===== config.mk =====
export PLATFORM = sky130hd
export DESIGN_NAME = imem_load_responder
export DESIGN_NICKNAME = d
export VERILOG_FILES = /design/src/rtl/imem_load_responder.sv
export SDC_FILE = /design/constraint.sdc
export NUM_CORES = 2
export LEC_CHECK = 0
export ABC_AREA = 0
export CAP_MARGIN = 20
export CORE_AREA = 2 2 381 383
export DETAILED_ROUTE_END_ITERATION = 8
export DIE_AREA = 0 0 383 385
export PLACE_DENSITY = 0.74
export SYNTH_ARGS = -nofsm -noshare
export SYNTH_HDL_FRONTEND = slang
export SYNTH_SLANG_ARGS = --single-unit

===== constraint.sdc =====
create_clock -name clock -period 2.57 [get_ports clock]
set_clock_uncertainty 0.15 [all_clocks]
set_input_delay 0.257 -clock clock [delete_from_list [all_inputs] [get_ports clock]]
set_output_delay 0.257 -clock clock [all_outputs]
set_load 0.03 [all_outputs]

===== src/rtl/imem_load_responder.sv =====
// imem_load_responder: instruction memory for the single-cycle 8-bit core.
// A byte-stream loader (valid/ready) fills the memory while the core is held
// in reset; cpu_run releases the core once a complete image is present.
// Fetches are answered combinationally so the core sees zero read latency.
// Optional feature macro: IMEM_CHECKSUM_EN -- the load_last byte is an XOR
// checksum of the image rather than program data; adds the chk_err port.
module imem_load_responder #(
  parameter int          ADDR_W = 8,
  parameter int          DATA_W = 8,
  parameter logic [DATA_W-1:0] NOP = 8'h00
) (
  input  logic              clock,
  input  logic              reset,
  input  logic              start_load,
  input  logic              start_run,
  input  logic              load_valid,
  input  logic [DATA_W-1:0] load_data,
  input  logic              load_last,
  output logic              load_ready,
  input  logic [ADDR_W-1:0] fetch_addr,
  output logic [DATA_W-1:0] fetch_data,
  output logic              cpu_run,
  output logic [ADDR_W:0]   load_count,
`ifdef IMEM_CHECKSUM_EN
  output logic              chk_err,
`endif
  output logic              overflow
);

  localparam int DEPTH = 2 ** ADDR_W;

  typedef enum logic [1:0] {
    ST_IDLE,
    ST_LOAD,
    ST_RUN
  } state_t;

  state_t              state_reg;
  logic [ADDR_W-1:0]   wr_ptr_reg;
  logic                load_ready_reg;
  logic                cpu_run_reg;
  logic [ADDR_W:0]     load_count_reg;
  logic                overflow_reg;
`ifdef IMEM_CHECKSUM_EN
  logic                chk_err_reg;
  logic [DATA_W-1:0]   csum_reg;
`endif

  // Program storage; deliberately has no reset so an image survives reset.
  logic [DATA_W-1:0]   mem [DEPTH];

  logic xfer;
  logic wr_en;
  logic at_end;

  assign xfer   = (state_reg == ST_LOAD) && load_valid && load_ready_reg;
  assign at_end = (wr_ptr_reg == {ADDR_W{1'b1}});
`ifdef IMEM_CHECKSUM_EN
  // The checksum byte itself is never stored.
  assign wr_en  = xfer && reset && !load_last;
`else
  assign wr_en  = xfer && reset;
`endif

  // Memory write port: only active on accepted loader handshakes.
  always_ff @(posedge clock) begin
    if (wr_en) begin
      mem[wr_ptr_reg] <= load_data;
    end
  end

  // Load/run sequencing with all status outputs registered.
  always_ff @(posedge clock) begin
    if (!reset) begin
      state_reg      <= ST_IDLE;
      wr_ptr_reg     <= '0;
      load_ready_reg <= 1'b0;
      cpu_run_reg    <= 1'b0;
      load_count_reg <= '0;
      overflow_reg   <= 1'b0;
`ifdef IMEM_CHECKSUM_EN
      chk_err_reg    <= 1'b0;
      csum_reg       <= '0;
`endif
    end else begin
      case (state_reg)
        ST_IDLE: begin
          if (start_load) begin
            state_reg      <= ST_LOAD;
            wr_ptr_reg     <= '0;
            load_count_reg <= '0;
            overflow_reg   <= 1'b0;
            load_ready_reg <= 1'b1;
`ifdef IMEM_CHECKSUM_EN
            chk_err_reg    <= 1'b0;
            csum_reg       <= '0;
`endif
          end else if (start_run) begin
            state_reg   <= ST_RUN;
            cpu_run_reg <= 1'b1;
          end
        end

        ST_LOAD: begin
          if (xfer) begin
`ifdef IMEM_CHECKSUM_EN
            if (load_last) begin
              load_ready_reg <= 1'b0;
              if (load_data == csum_reg) begin
                state_reg   <= ST_RUN;
                cpu_run_reg <= 1'b1;
              end else begin
                state_reg   <= ST_IDLE;
                chk_err_reg <= 1'b1;
              end
            end else begin
              wr_ptr_reg     <= wr_ptr_reg + 1'b1;
              load_count_reg <= load_count_reg + 1'b1;
              csum_reg       <= csum_reg ^ load_data;
              if (at_end) begin
                state_reg      <= ST_IDLE;
                overflow_reg   <= 1'b1;
                load_ready_reg <= 1'b0;
              end
            end
`else
            wr_ptr_reg     <= wr_ptr_reg + 1'b1;
            load_count_reg <= load_count_reg + 1'b1;
            if (load_last) begin
              state_reg      <= ST_RUN;
              cpu_run_reg    <= 1'b1;
              load_ready_reg <= 1'b0;
            end else if (at_end) begin
              state_reg      <= ST_IDLE;
              overflow_reg   <= 1'b1;
              load_ready_reg <= 1'b0;
            end
`endif
          end
        end

        ST_RUN: begin
          if (start_load) begin
            state_reg      <= ST_LOAD;
            cpu_run_reg    <= 1'b0;
            load_ready_reg <= 1'b1;
            wr_ptr_reg     <= '0;
            load_count_reg <= '0;
            overflow_reg   <= 1'b0;
`ifdef IMEM_CHECKSUM_EN
            chk_err_reg    <= 1'b0;
            csum_reg       <= '0;
`endif
          end
        end

        default: begin
          state_reg      <= ST_IDLE;
          load_ready_reg <= 1'b0;
          cpu_run_reg    <= 1'b0;
        end
      endcase
    end
  end

  // Zero-latency fetch; the core only sees program bytes while running.
  always_comb begin
    fetch_data = NOP;
    if (state_reg == ST_RUN) begin
      fetch_data = mem[fetch_addr];
    end
  end

  assign load_ready = load_ready_reg;
  assign cpu_run    = cpu_run_reg;
  assign load_count = load_count_reg;
  assign overflow   = overflow_reg;
`ifdef IMEM_CHECKSUM_EN
  assign chk_err    = chk_err_reg;
`endif

endmodule

* After elaboration in Yosys (flattened, before gate mapping)
Memory sizes are Yosys's and may differ from the RTL's.
Index checks and enable logic that the tools add are counted.
Widths: inputs -> output; s select.
** Storage, ports and cells
- Register bits after elaboration :: 22
- Bits in latches :: 0
- Memory bits (writable) :: 2048
- Memory bits (read-only) :: 0
- Input bits :: 22
- Output and inout bits :: 20
- Logic and storage cells :: 64
- Memories kept :: 1
** Cells by class
- Add/sub/neg operators :: 2
- Multiply operators :: 0
- Div/mod/pow operators :: 0
- Order comparisons :: 0
- Equality and inequality tests :: 13
- Shifts and indexed selects :: 0
- Mux-type cells :: 31
- Bitwise logic cells :: 0
- Reductions and logical operators :: 11
** Memory list
- mem :: words 256, bits a word 8, read ports 1, clocked after memory_dff 0, write ports 1, RTL line 50 : logic [DATA_W-1:0] mem [DEPTH];
** Operator list (number)
- $mux 8 :: 3
- $mux 9 :: 2
- $pmux 9 s2 :: 1
- $pmux 8 s2 :: 1
- $mux 1 :: 14
- $ne 2x2->1 const B :: 7
- $mux 2 :: 6
- $reduce_and 5->1 :: 2
- $add 9x1->9 const B :: 1
- $add 8x1->8 const B :: 1
- $eq 8x8->1 const B :: 1
- $ne 3x3->1 const B :: 2
- $pmux 2 s3 :: 1
- $reduce_and 3->1 :: 2
- $pmux 1 s2 :: 2
- $reduce_and 4->1 :: 1
- $logic_and 1x1->1 :: 3
- $pmux 1 s3 :: 1
- $eq 2x1->1 const B :: 1
- $eq 2x2->1 const B :: 1
- $logic_not 2->1 :: 1
- $ne 2x1->1 const B :: 1
- $reduce_bool 2->1 :: 1
- $reduce_or 2->1 :: 1

* Depth between registers and ports, before layout
- Depth in word-level cells :: 6
- Mapped depth :: 13
- Mapped depth without buffers :: 8

* Worst setup path after synthesis
OpenSTA, ideal clock, no wires.
- Kind :: input port to output port
- Start :: input port fetch_addr[0]
- End :: output port fetch_data[7]
- Data arrival time :: 2555 ps
- Data required time :: 2163 ps
- Path slack :: -392 ps
- Cell stages on the path :: 12
- Buffers on the path :: 6
- Path through :: buf_6 buf_12 buf_12 buf_6 buf_8 buf_6 o21ai_1 a21oi_1 o22ai_1 a2111oi_2 nand3_1 o31ai_1
** Between the ends
- Word-level cells in the longest chain between the ends :: 2
** Ends and longest elaborated chain
- from (decl) :: RTL line 20 : input logic [ADDR_W-1:0] fetch_addr,
- $mem_v2 256x8
- $mux 8 :: RTL line 169 : if (state_reg == ST_RUN) begin
- to (decl) :: RTL line 21 : output logic [DATA_W-1:0] fetch_data,
No other way between the ends.

* Worst setup path in the final report
- Start :: memory mem[131][6]
- End :: output port fetch_data[6]
** Between the ends
- Word-level cells in the longest chain between the ends :: 2
** Ends and longest elaborated chain (RTL line)
- from (decl) :: 50
- $mem_v2 256x8
- $mux 8 :: 169
No other way between the ends.

==> summary.txt <==
status -> finished with violations
failing checks -> negative setup slack
clock buffer depth -> 3
Post-synth EDFFs -> 2,048
max FFs per register -> 2,048
CTS sink count -> 2,070
Worst-Skew Late Latency -> 0.84 ns
top cell type by total area after synthesis -> edfxtp_1
Syn Area/Cell -> 19.8 um^2
vias in the first global route -> 46.2k
Setup WS post-layout -> -1.17 ns
grt ovf -> 0
max_slew headroom -> 36.1%
Slew Limit Fails -> 0
fin crit period -> 3.74 ns
Peak VDD IR -> 736 uV
GP Congestion -> 0.969
Post-Syn Area -> 0.0813 mm^2
static leakage -> 32.8 nW
initial drt markers -> 6,962
Rows -> 139
count leader, synth -> edfxtp_1
Starting Density -> 56.8%
Yosys top cell area share -> 75.6%
most used flip-flop cell after synthesis -> edfxtp_1
Cells after DPL -> 6,742
RSZ-0062 raised after global routing -> yes
Max Clk Rate -> 267 MHz
DIE WIDTH -> 383 um
WHS Path Cells -> 3
crit-path cells -> mux4_2, nor2_2, nor2_1, or4_1, a221o_1, nand4_1, buf_12, o22ai_4, buf_12
num ports -> 42
total power -> 69.5 mW
Hold Path Class -> input port to register
Hold Violations, Final -> 0
sequential-to-total area share from yosys stat -> 76.2%
total number of vias -> 46.3k
met1 usage -> 41.2%
Synth Register Bits -> 2,070
share of layout cells above drive strength 1 -> 33.2%
Post-Synthesis Cells -> 4,109
FFs w/ async S/R, synth -> 0%
Post-Syn Nets -> 4,136
total power per unit cell area -> 712 mW/mm^2
DRC -> 0
Sequential Area -> 0.0619 mm^2
CP max stage delay -> 0.50 ns
CTS Buf Count -> 196
clk root buf -> clkbuf_16
First-pass DRT Iterations -> 6
Clock Pin Slew Worst Setup and Hold Paths -> 0.06 ns
core footprint -> 0.143 mm^2
Finished Core Util -> 68.3%
Crit. End Element -> primary output
CTS tree -> built
area of the multi-input gates -> 0.0182 mm^2
DIE HEIGHT -> 385 um
# port buffers -> 41
largest net degree at the start of global routing -> 97
Nets -> 5,078
CP required -> 2.16 ns
CP max FO -> 2
WL/cell -> 31.9 um
setup TNS -> -8.26 ns
CP most frequent cell -> buf_12
max_cap viols -> 0
Final setup viols -> 8
routing usage on met2 -> 48.6%
Reg2Reg Depth -> 10
actual slew at the worst max-slew pin -> 0.957 ns
Fillers -> 8,629
vias per cell -> 6.52
met3 capacity usage during global routing -> 6.78%
overall global routing resource usage -> 30.9%
initial antenna violation count -> 7
# diodes -> 0
first-pass GRT wire length -> 323,000 um
final hold slack -> 0.0661 ns
crit share post-route -> 146%
startpoint types -> register
synth cell count leaders -> 2,048 x edfxtp_1, 346 x mux4_2, 346 x nor2_1
top cells by area, synth -> edfxtp_1 76%, mux4_2 9.6%, mux2i_1 3.3%, nor2_1 1.6%, mux4_1 0.90%
Setup CP Type -> register to primary output
Die Area -> 0.147 mm^2
Crit-path slowest cell -> mux4_2
detailed-placement wirelength estimate -> 151,000 um
Final ANT Viol Nets -> 0
# H-tree levels -> 4
final WL -> 227,000 um
CP arrival -> 3.33 ns
grt peak-use layer -> met2
Non-Filler Instances -> 7,109
Cell variety after synth -> 71
synth-to-layout area growth -> 20.1%
Yosys warnings -> 0
## path summary, 6_finish.rpt
path / slack [ns] / to / startpoint
worst min register to register: 0.34 / overflow / overflow
worst min-delay path: 0.07 / state_reg[0] / start_load
worst max register to register: 0.08 / mem[204][6] / state_reg[0]
worst max-delay path: -1.17 / fetch_data[6] / mem[131][6]
## critical path: cells and delay by family (launching register included)
kind	cells	cell delay [ns]
multiplexers	1	0.50
flip-flops	1	0.36
AND/OR/NAND/NOR	4	0.81
buffers and inverters	2	0.32
AO/OA/AOI/OAI	2	0.50
## routing by layer
metal	part of all wire [%]	vias to the layer above
li1	-	18800
met1	35	23700
met2	47	3172
met3	12	560
met4	5.9	10
met5	0.032	-
## placed cells by master, fill, tap and decap left out, types with 62 or more instances in the layout
master and n:
a21oi_1 62, buf_12 96, buf_4 825, clkbuf_16 197, edfxtp_1 2048, mux2i_1 265, mux4_2 351, nand2_1 111
nor2_1 300, o21ai_0 69, o221ai_1 71, o22ai_1 90
## kinds of logic (layout without fill, tap and decap cells)
group                    Yosys count  in the layout  share of synthesized area [%]
flip-flops                      2070           2070                           76.2
AND/OR/NAND/NOR                  668            668                           3.67
XOR/XNOR                          11             11                          0.118
multiplexers                     661            661                           14.1
adder cells (fa/ha/maj)            5              5                         0.0769
AO/OA/AOI/OAI                    440            440                           3.78
buffers and inverters            254           1351                           2.13
## report_power, final
part           switching [mW]  leakage, nW  internal, mW
Clock                    12.4         3.07          16.0
Sequential             0.0123         18.6          37.1
Combinational            2.39         11.2          1.58
Total                    14.8         32.8          54.7
## metrics by stage
stage                     setup WS [ns]  area [um^2]
after floorplan                  -0.115        81400
after global placement            -1.69        90700
after detailed placement          -1.34        90700
after CTS                         -1.19        97400
after global routing              -1.23        97700
final                             -1.17        97700
## area by class of cell
cell class | count | area share (%)
well taps | 1903 | 2.44
multi-input cells | 1785 | 18.6
flip-flops and latches | 2070 | 63.4
clock inverters | 115 | 1.20
repair buffers | 993 | 9.09
inverters | 5 | 0.0205
clock buffers | 238 | 5.23
## repair_timing
item / CTS / global route
setup buffers: 3 / 1
hold endpoints to repair: 436 / 0
hold buffers: 10 / 0
pin swaps: 27 / 13
endpoints found under the setup margin: 2048 / 1510
gates resized for setup: 68 / 81
No activity file was read; power rests on OpenSTA's default activity.
